$ cat src/rtl/s2p_pkg.sv
// s2p_pkg: shared types and helpers for the serial_to_parallel_rx receiver.
//   s2p_state_t    receive FSM state encoding
//   s2p_cnt_width  width of the bit counter for a given word width
// Optional feature macro used by the importing files: PARITY_CHECK_EN.
package s2p_pkg;

  typedef enum logic [1:0] {
    S2P_IDLE   = 2'd0,
    S2P_SHIFT  = 2'd1,
    S2P_PARITY = 2'd2
  } s2p_state_t;

  // The counter has to reach DATA_W, which marks the parity slot when parity is enabled.
  function automatic int s2p_cnt_width(input int data_w);
    return $clog2(data_w + 1);
  endfunction

endpackage

$ cat src/rtl/s2p_if.sv
// s2p_if: serial-in / parallel-out bus of the serial_to_parallel_rx receiver.
//   serial_i, valid_i   serial bit stream, LSB first, valid-qualified
//   ready_i             downstream consumer accepts parallel_o
//   parallel_o, valid_o received word and its valid flag
//   busy_o              a frame is partially received
//   overrun_o           one-cycle pulse: a completed word was dropped
//   parity_err_o        parity result that belongs to parallel_o
// Modport master is the stream source / word consumer side; slave is the receiver.
// Optional feature macro affecting the receiver behind this bus: PARITY_CHECK_EN.
interface s2p_if #(
  parameter int DATA_W = 4
);

  logic              serial_i;
  logic              valid_i;
  logic              ready_i;
  logic [DATA_W-1:0] parallel_o;
  logic              valid_o;
  logic              busy_o;
  logic              overrun_o;
  logic              parity_err_o;

  modport master (
    output serial_i, valid_i, ready_i,
    input  parallel_o, valid_o, busy_o, overrun_o, parity_err_o
  );

  modport slave (
    input  serial_i, valid_i, ready_i,
    output parallel_o, valid_o, busy_o, overrun_o, parity_err_o
  );

endinterface

$ cat src/rtl/s2p_out_buf.sv
// s2p_out_buf: one-entry valid/ready holding register for received words.
//   clk, reset     clock and asynchronous active-high reset
//   load_i         a word completes this cycle
//   word_i         completed word
//   parity_err_i   parity result of the completed word
//   ready_i        consumer accepts the held word when valid_o is high
//   valid_o        holding register contains an unconsumed word
//   parallel_o     held word, stable while valid_o && !ready_i
//   parity_err_o   parity result stored alongside parallel_o
//   free_o         a load this cycle would be accepted
// Optional feature macro of the enclosing receiver: PARITY_CHECK_EN (only changes what
// drives parity_err_i).
module s2p_out_buf #(
  parameter int DATA_W = 4
) (
  input  logic              clk,
  input  logic              reset,
  input  logic              load_i,
  input  logic [DATA_W-1:0] word_i,
  input  logic              parity_err_i,
  input  logic              ready_i,
  output logic              valid_o,
  output logic [DATA_W-1:0] parallel_o,
  output logic              parity_err_o,
  output logic              free_o
);

  logic              valid_q, valid_d;
  logic [DATA_W-1:0] data_q, data_d;
  logic              perr_q, perr_d;

  // Free when empty, or when the held word is being handed off this very cycle,
  // which lets a new word replace it without a bubble in valid_o.
  assign free_o = !valid_q || ready_i;

  always_comb begin
    valid_d = valid_q;
    data_d  = data_q;
    perr_d  = perr_q;
    if (load_i && free_o) begin
      valid_d = 1'b1;
      data_d  = word_i;
      perr_d  = parity_err_i;
    end else if (valid_q && ready_i) begin
      valid_d = 1'b0;
    end
  end

  always_ff @(posedge clk or posedge reset) begin
    if (reset) begin
      valid_q <= 1'b0;
      data_q  <= '0;
      perr_q  <= 1'b0;
    end else begin
      valid_q <= valid_d;
      data_q  <= data_d;
      perr_q  <= perr_d;
    end
  end

  assign valid_o      = valid_q;
  assign parallel_o   = data_q;
  assign parity_err_o = perr_q;

endmodule

$ cat src/rtl/serial_to_parallel_rx.sv
// serial_to_parallel_rx: receive-side deserializer.
// Collects a valid-qualified LSB-first bit stream into DATA_W-bit words and presents
// them through a one-entry valid/ready holding register. A word that completes while
// the previous one is still waiting is dropped and reported with a one-cycle overrun pulse.
//   clk        clock, rising edge
//   reset      asynchronous, active-high
//   bus        s2p_if slave modport (serial_i, valid_i, ready_i in;
//              parallel_o, valid_o, busy_o, overrun_o, parity_err_o out)
// Optional feature macro: PARITY_CHECK_EN. When defined each frame carries one extra
// even-parity bit after the data bits and parity_err_o reports its check; when
// undefined frames are DATA_W bits and parity_err_o is constant 0.
module serial_to_parallel_rx
  import s2p_pkg::*;
#(
  parameter int DATA_W = 4
) (
  input  logic  clk,
  input  logic  reset,
  s2p_if.slave  bus
);

  localparam int CNT_W = s2p_cnt_width(DATA_W);

  s2p_state_t        state_q, state_d;
  logic [CNT_W-1:0]  cnt_q, cnt_d;
  logic [DATA_W-1:0] shift_q, shift_d;
  logic              overrun_q, overrun_d;

  logic              complete;
  logic [DATA_W-1:0] word_done;
  logic              parity_bad;
  logic              buf_free;
  logic              buf_valid;
  logic [DATA_W-1:0] buf_data;
  logic              buf_perr;

  // Receive FSM: bits land at position cnt; the frame completes on the last data bit
  // (no parity) or on the parity bit. valid_i low simply holds everything.
  always_comb begin
    state_d    = state_q;
    cnt_d      = cnt_q;
    shift_d    = shift_q;
    complete   = 1'b0;
    word_done  = shift_q;
    parity_bad = 1'b0;
    case (state_q)
      S2P_IDLE, S2P_SHIFT: begin
        if (bus.valid_i) begin
          for (int i = 0; i < DATA_W; i++) begin
            if (cnt_q == CNT_W'(i)) shift_d[i] = bus.serial_i;
          end
          if (cnt_q == CNT_W'(DATA_W - 1)) begin
`ifdef PARITY_CHECK_EN
            cnt_d   = CNT_W'(DATA_W);
            state_d = S2P_PARITY;
`else
            // The final bit is merged into the word before it is handed off.
            complete  = 1'b1;
            word_done = shift_d;
            shift_d   = '0;
            cnt_d     = '0;
            state_d   = S2P_IDLE;
`endif
          end else begin
            cnt_d   = cnt_q + 1'b1;
            state_d = S2P_SHIFT;
          end
        end
      end
      S2P_PARITY: begin
`ifdef PARITY_CHECK_EN
        if (bus.valid_i) begin
          // Even parity: all data bits plus the parity bit must XOR to zero.
          complete   = 1'b1;
          word_done  = shift_q;
          parity_bad = ^{bus.serial_i, shift_q};
          shift_d    = '0;
          cnt_d      = '0;
          state_d    = S2P_IDLE;
        end
`else
        cnt_d   = '0;
        shift_d = '0;
        state_d = S2P_IDLE;
`endif
      end
      default: begin
        cnt_d   = '0;
        shift_d = '0;
        state_d = S2P_IDLE;
      end
    endcase
  end

  // A completed frame that finds the holding register occupied is dropped; the FSM
  // has already restarted at IDLE above, so only the pulse needs generating.
  always_comb begin
    overrun_d = complete && !buf_free;
  end

  always_ff @(posedge clk or posedge reset) begin
    if (reset) begin
      state_q   <= S2P_IDLE;
      cnt_q     <= '0;
      shift_q   <= '0;
      overrun_q <= 1'b0;
    end else begin
      state_q   <= state_d;
      cnt_q     <= cnt_d;
      shift_q   <= shift_d;
      overrun_q <= overrun_d;
    end
  end

  s2p_out_buf #(
    .DATA_W (DATA_W)
  ) u_out_buf (
    .clk          (clk),
    .reset        (reset),
    .load_i       (complete),
    .word_i       (word_done),
    .parity_err_i (parity_bad),
    .ready_i      (bus.ready_i),
    .valid_o      (buf_valid),
    .parallel_o   (buf_data),
    .parity_err_o (buf_perr),
    .free_o       (buf_free)
  );

  assign bus.valid_o      = buf_valid;
  assign bus.parallel_o   = buf_data;
  assign bus.parity_err_o = buf_perr;
  assign bus.busy_o       = (cnt_q != '0);
  assign bus.overrun_o    = overrun_q;

endmodule

$ cat src/flat_wrapper.sv
// flat-port wrapper written by rule: the top's interface ports become plain ports
module serial_to_parallel_rx_flat import s2p_pkg::*;
#(
  parameter int DATA_W = 4
)
  (clk, reset, bus_serial_i, bus_valid_i, bus_ready_i, bus_parallel_o, bus_valid_o, bus_busy_o, bus_overrun_o, bus_parity_err_o);
  s2p_if #(.DATA_W(DATA_W)) bus_i ();
  input  logic clk;
  input  logic reset;
  input wire logic [$bits(bus_i.serial_i)-1:0] bus_serial_i;
  input wire logic [$bits(bus_i.valid_i)-1:0] bus_valid_i;
  input wire logic [$bits(bus_i.ready_i)-1:0] bus_ready_i;
  output wire logic [$bits(bus_i.parallel_o)-1:0] bus_parallel_o;
  output wire logic [$bits(bus_i.valid_o)-1:0] bus_valid_o;
  output wire logic [$bits(bus_i.busy_o)-1:0] bus_busy_o;
  output wire logic [$bits(bus_i.overrun_o)-1:0] bus_overrun_o;
  output wire logic [$bits(bus_i.parity_err_o)-1:0] bus_parity_err_o;
  assign bus_i.serial_i = bus_serial_i;
  assign bus_i.valid_i = bus_valid_i;
  assign bus_i.ready_i = bus_ready_i;
  assign bus_parallel_o = bus_i.parallel_o;
  assign bus_valid_o = bus_i.valid_o;
  assign bus_busy_o = bus_i.busy_o;
  assign bus_overrun_o = bus_i.overrun_o;
  assign bus_parity_err_o = bus_i.parity_err_o;
  serial_to_parallel_rx #(.DATA_W(DATA_W)) u_core (.clk(clk), .reset(reset), .bus(bus_i));
endmodule
$ cat config.mk
export PLATFORM = sky130hd
export DESIGN_NAME = serial_to_parallel_rx_flat
export DESIGN_NICKNAME = d
export VERILOG_FILES = /design/src/rtl/s2p_pkg.sv /design/src/rtl/s2p_if.sv /design/src/rtl/s2p_out_buf.sv /design/src/rtl/serial_to_parallel_rx.sv /design/src/flat_wrapper.sv
export SDC_FILE = /design/constraint.sdc
export NUM_CORES = 1
export LEC_CHECK = 0
export BUFFER_PORTS_ARGS = -buffer_cell sky130_fd_sc_hd__buf_2
export CAP_MARGIN = 20
export CORE_UTILIZATION = 45
export DETAILED_ROUTE_END_ITERATION = 7
export MAX_ROUTING_LAYER = met4
export PLACE_DENSITY_LB_ADDON = 0.2
export SKIP_CTS_REPAIR_TIMING = 1
export SLEW_MARGIN = 20
export SYNTH_ARGS = -nofsm -noshare
export SYNTH_HDL_FRONTEND = slang
export SYNTH_HIERARCHICAL = 1
export SYNTH_SLANG_ARGS = --single-unit
$ cat constraint.sdc
create_clock -name clk -period 3.5 [get_ports clk]
set_clock_uncertainty 0.2 [all_clocks]
set_input_delay 0.7 -clock clk [delete_from_list [all_inputs] [get_ports clk]]
set_output_delay 0.7 -clock clk [all_outputs]
set_load 0.05 [all_outputs]
# --- Yosys cells after proc, flatten, opt, wreduce, memory -nomap -nowiden ---
# Index checks and enable logic that the tools add are counted.
op_classes:
  add_sub_neg: 1
  n_bitwise: 0
  n_mul: 0
  n_eq_ne: 5
  n_shift: 0
  n_reduce_logical: 11
  mux: 21
  div: 0
  order_cmp: 0
op_table:
  columns: ["cell", "count"]
  rows:
  - ["$mux W4", 6]
  - ["$mux W1", 10]
  - ["$mux W3", 3]
  - ["$eq A3 B2 Y1 const B", 2]
  - ["$mux W2", 2]
  - ["$add A3 B1 Y3 const B", 1]
  - ["$eq A3 B1 Y1 const B", 1]
  - ["$logic_and A1 B1 Y1", 3]
  - ["$logic_not A3 Y1", 1]
  - ["$reduce_bool A3 Y1", 1]
  - ["$eq A2 B1 Y1 const B", 1]
  - ["$logic_not A1 Y1", 2]
  - ["$logic_not A2 Y1", 1]
  - ["$ne A2 B2 Y1 const B", 1]
  - ["$reduce_bool A2 Y1", 1]
  - ["$reduce_or A2 Y1", 1]
  - ["$logic_or A1 B1 Y1", 1]
word_totals:
  input_bits: 5
  mem_count: 0
  word_cells: 44
  latch_bits: 0
  rom_bits: 0
  register_bits: 15
  mem_bits_rw: 0

# --- Depth between registers and ports, before layout ---
logic_depth:
  depth_word: 6
  mapped_depth: 6

# --- Modules after synthesis ---
# The synthesis kept the hierarchy.
modules_own_cells:
  columns: ["mod", "seq_area_each_um2", "area_each_um2", "cells_per_inst", "instances"]
  rows:
  - ["serial_to_parallel_rx", 200.2, 475.5, 44, 1]
  - ["s2p_out_buf", 150.1, 261.5, 15, 1]

# --- Worst setup path before layout ---
# No wires, ideal clock.
synth_path:
  path_kind: "register to output"
  start: "register u_core.cnt_q[0]"
  end: "output port bus_busy_o"
  required_time_ns: 2.600
  stages_incl_launch_ff: 4
  setup_slack_ns: 1.551
  path_buffers: 0
  arrival_ns: 1.049
  cell_sequence: "dfrtp_1 inv_1 ha_1 nand2b_1"
synth_between:
  elab_chain_cells: 1
synth_lines:
  columns: ["element", "line_no", "source"]
  rows:
  - ["start: declaration", "serial_to_parallel_rx.sv:25", "logic [CNT_W-1:0] cnt_q, cnt_d;"]
  - ["start signal: assignment", "serial_to_parallel_rx.sv:109", "cnt_q <= cnt_d;"]
  - ["$reduce_bool A3 Y1", "serial_to_parallel_rx.sv:133", "assign bus.busy_o = (cnt_q != '0);"]
  - ["end: declaration", "flat_wrapper.sv:15", "output wire logic [$bits(bus_i.busy_o)-1:0] bus_busy_o;"]
# Every way passes these cells.

# --- Worst setup path after layout ---
# Same ends and word-level chain as after synthesis.

==> results.sh <==
export IMPL_run_status="complete, no violations"
export IMPL_die_area_um2=1804
export IMPL_slew_violations=0
export IMPL_ys_seq_area_frac=0.4754
export IMPL_netlist_area_leader_share=0.4754
export IMPL_synth_simple_gate_area_frac=0.1409
export IMPL_grt_pass1_wl_um=2028
export IMPL_detailedRoute_firstIterationViolations=3
export IMPL_drt_pass1_iter_count=4
export IMPL_p_per_area_nw_per_um2=843.8
export IMPL_total_power_uw=713.7
export IMPL_total_length_of_routed_wires_um=1120
export IMPL_synth_cell_type_count=22
export IMPL_clockRootBuffer="clkbuf_4"
export IMPL_worstPathCellList="inv_1 -> ha_1 -> nand2b_1 -> buf_2"
export IMPL_timing_max_cap_violations=0
export IMPL_detail_route_vias_per_cell=5.067
export IMPL_fin_cells=90
export IMPL_yosys_area_share_xor_xnor=0
export IMPL_drc=0
export IMPL_worst_path_largest_cell_delay_ps=380
export IMPL_antenna_found_initial=0
export IMPL_tritoncts_num_buffers=3
export IMPL_synth_compound_area_frac=0.07131
export IMPL_worstHoldPathType="in2async"
export IMPL_yosys_mux_area_fraction=0.2037
export IMPL_power_static_leakage_uw=0.0004699
export IMPL_layout_nets=84
export IMPL_final_antenna_net_count=0
export IMPL_layout_worst_path_cycle_share=0.6404
export IMPL_filler_cell_count=137
export IMPL_cell_accounting_for_the_most_synthesized_area="dfrtp_1"
export IMPL_h_tree_level_count=1
export IMPL_postLayoutCellArea_um2=845.8
export IMPL_synth_top_cells_by_area="dfrtp_1 48%, mux2_4 16%, ha_1 6.8%"
export IMPL_crit_arrival_ps=1340
export IMPL_insertion_delay_ps=270
export IMPL_mappedNetlistArea_um2=737.0
export IMPL_clk_path_buf_depth=2
export IMPL_critical_path_class="reg2out"
export IMPL_synth_seq_cells=14
export IMPL_path_max_fanout=4
export IMPL_slowest_stage="dfrtp_1"
export IMPL_postPlaceCellArea_um2=809.5
export IMPL_timing_final_setup_violations=0
export IMPL_total_global_routing_track_utilization=0.1545
export IMPL_buffer_ports_inserted=12
export IMPL_area_delta_synth_final_pct=14.77
export IMPL_core_region_area_um2=1524
export IMPL_place_ws_ps=1289
export IMPL_floorplan_die_width_um=42.47
export IMPL_cp_end_kind="output pin"
export IMPL_hpwl_reported_at_the_end_of_detailed_placement_um=900.5
export IMPL_grt_start_max_net_pins=9
export IMPL_worstPathRequired_ps=2600
export IMPL_grt_ovfl_total=0
export IMPL_most_common_cell_after_layout_fill_and_taps_aside="dfrtp_1"
export IMPL_post_synthesis_cells=59
export IMPL_routed_via_count=456
export IMPL_yosysWarnings=6
export IMPL_fin_crit_ps=2242
export IMPL_layout_cells_sized_above_1=0.3919
export IMPL_synthesis_area_per_instance_um2=12.49
export IMPL_clock_tree_from_tritoncts="done"
export IMPL_dieHeight_um=42.47
export IMPL_clk_pin_slew_ps=80
export IMPL_first_global_vias=464
export IMPL_rsz_0062_raised_after_global_routing="false"
export IMPL_rows=14
export IMPL_worst_ir_drop_vdd_mv=0.4091
export IMPL_clock_sink_count=14
export IMPL_io_pins=13
export IMPL_synth_top_family_by_area="multiplexers"
export IMPL_timing_setup_tns_ps=0
export IMPL_placedCellCount=86
export IMPL_initial_utilization=0.4836
export IMPL_mostFrequentLayoutCells="14 x dfrtp_1, 12 x buf_2, 8 x mux2_4"
export IMPL_worst_slack_ps=1258
export IMPL_num_antenna_cells=0
export IMPL_routabilityCongestion=0.7497
export IMPL_detail_route_wl_per_cell_um=12.44
export IMPL_adder_cell_fraction_of_synth_area=0.06791
export IMPL_report_final_hold_viol_count=0
export IMPL_fmax_mhz=446.1
export IMPL_syn_num_nets=68
export IMPL_startpoint_type="flip-flop"
layout make-up:
cell class | instances | area, um^2 | share of cell area
timing repair buffer | 12 | 60.06 | 0.07101
clock buffer | 4 | 36.28 | 0.04290
tap | 16 | 20.02 | 0.02367
sequential | 14 | 350.3 | 0.4142
inverter | 5 | 18.77 | 0.02219
multi-input combinational | 39 | 360.3 | 0.4260
logic make-up (layout without fill, tap and decap cells):
logic type	count (synthesis)	after routing
compound gates	8	8
flops	14	14
other cells	1	1
buf+inv	6	21
simple gates	15	15
mux	11	11
fa+ha+maj	4	4
critical path: cells and delay by family (launching register included):
kind          cells  cell delay (ps)
fa+ha+maj         1              260
buf+inv           2              340
simple gates      1               90
flops             1              380
sequential cells by signal, summed over array words and instances, names as in the netlist:
name,flops
u_core/u_out_buf/valid_o,1
u_core/u_out_buf/parallel_o,4
u_core/shift_q,4
u_core/bus.overrun_o,1
u_core/cnt_q,3
u_core/u_out_buf/parity_err_o,1
stage by stage:
step	util	hold WS, ps
finish	0.5550	134.9
global route	0.5550	150.7
CTS	0.5550	131.2
detailed placement	0.5312	295.5
global placement	0.5312	290.2
floorplan	-	266.0
per-layer routing:
layer / GRT usage / routed length [um] / vias to the layer above
met5: - / 0 / -
met4: 0.05625 / 6 / 0
met3: 0.02586 / 37 / 2
met2: 0.2308 / 548 / 9
met1: 0.2115 / 526 / 216
li1: - / - / 229
synthesized netlist by cell type (all sizes together):
master	instances
buf	1
conb	1
a21boi	1
or2b	1
a21o	1
nor3	1
o21ai	4
nand2b	3
dfrtp	14
inv	5
a32o	1
ha	4
mux2i	3
nor2b	1
mux2	8
nand2	7
o21bai	1
and3b	2
where the power goes:
part,internal (uW),switching (uW)
combinational,134,216
clock,63.1,48.2
sequential,216,37.1
worst paths after layout:
kind | slack [ps] | depth (start not counted) | end | start
worst min-delay path | 130 | 2 | u_core/u_out_buf/parallel_o[0] | reset
max in group asynchronous | 2690 | 2 | u_core/bus.overrun_o | reset
worst min register to register | 310 | 1 | u_core/u_out_buf/parity_err_o | u_core/u_out_buf/parity_err_o
worst max register to register | 1440 | 5 | u_core/u_out_buf/parallel_o[0] | u_core/cnt_q[1]
worst max-delay path | 1260 | 4 | bus_busy_o | u_core/cnt_q[0]
min in group clk | 310 | 1 | u_core/u_out_buf/parity_err_o | u_core/u_out_buf/parity_err_o
Power figures use the tool's default switching activity.
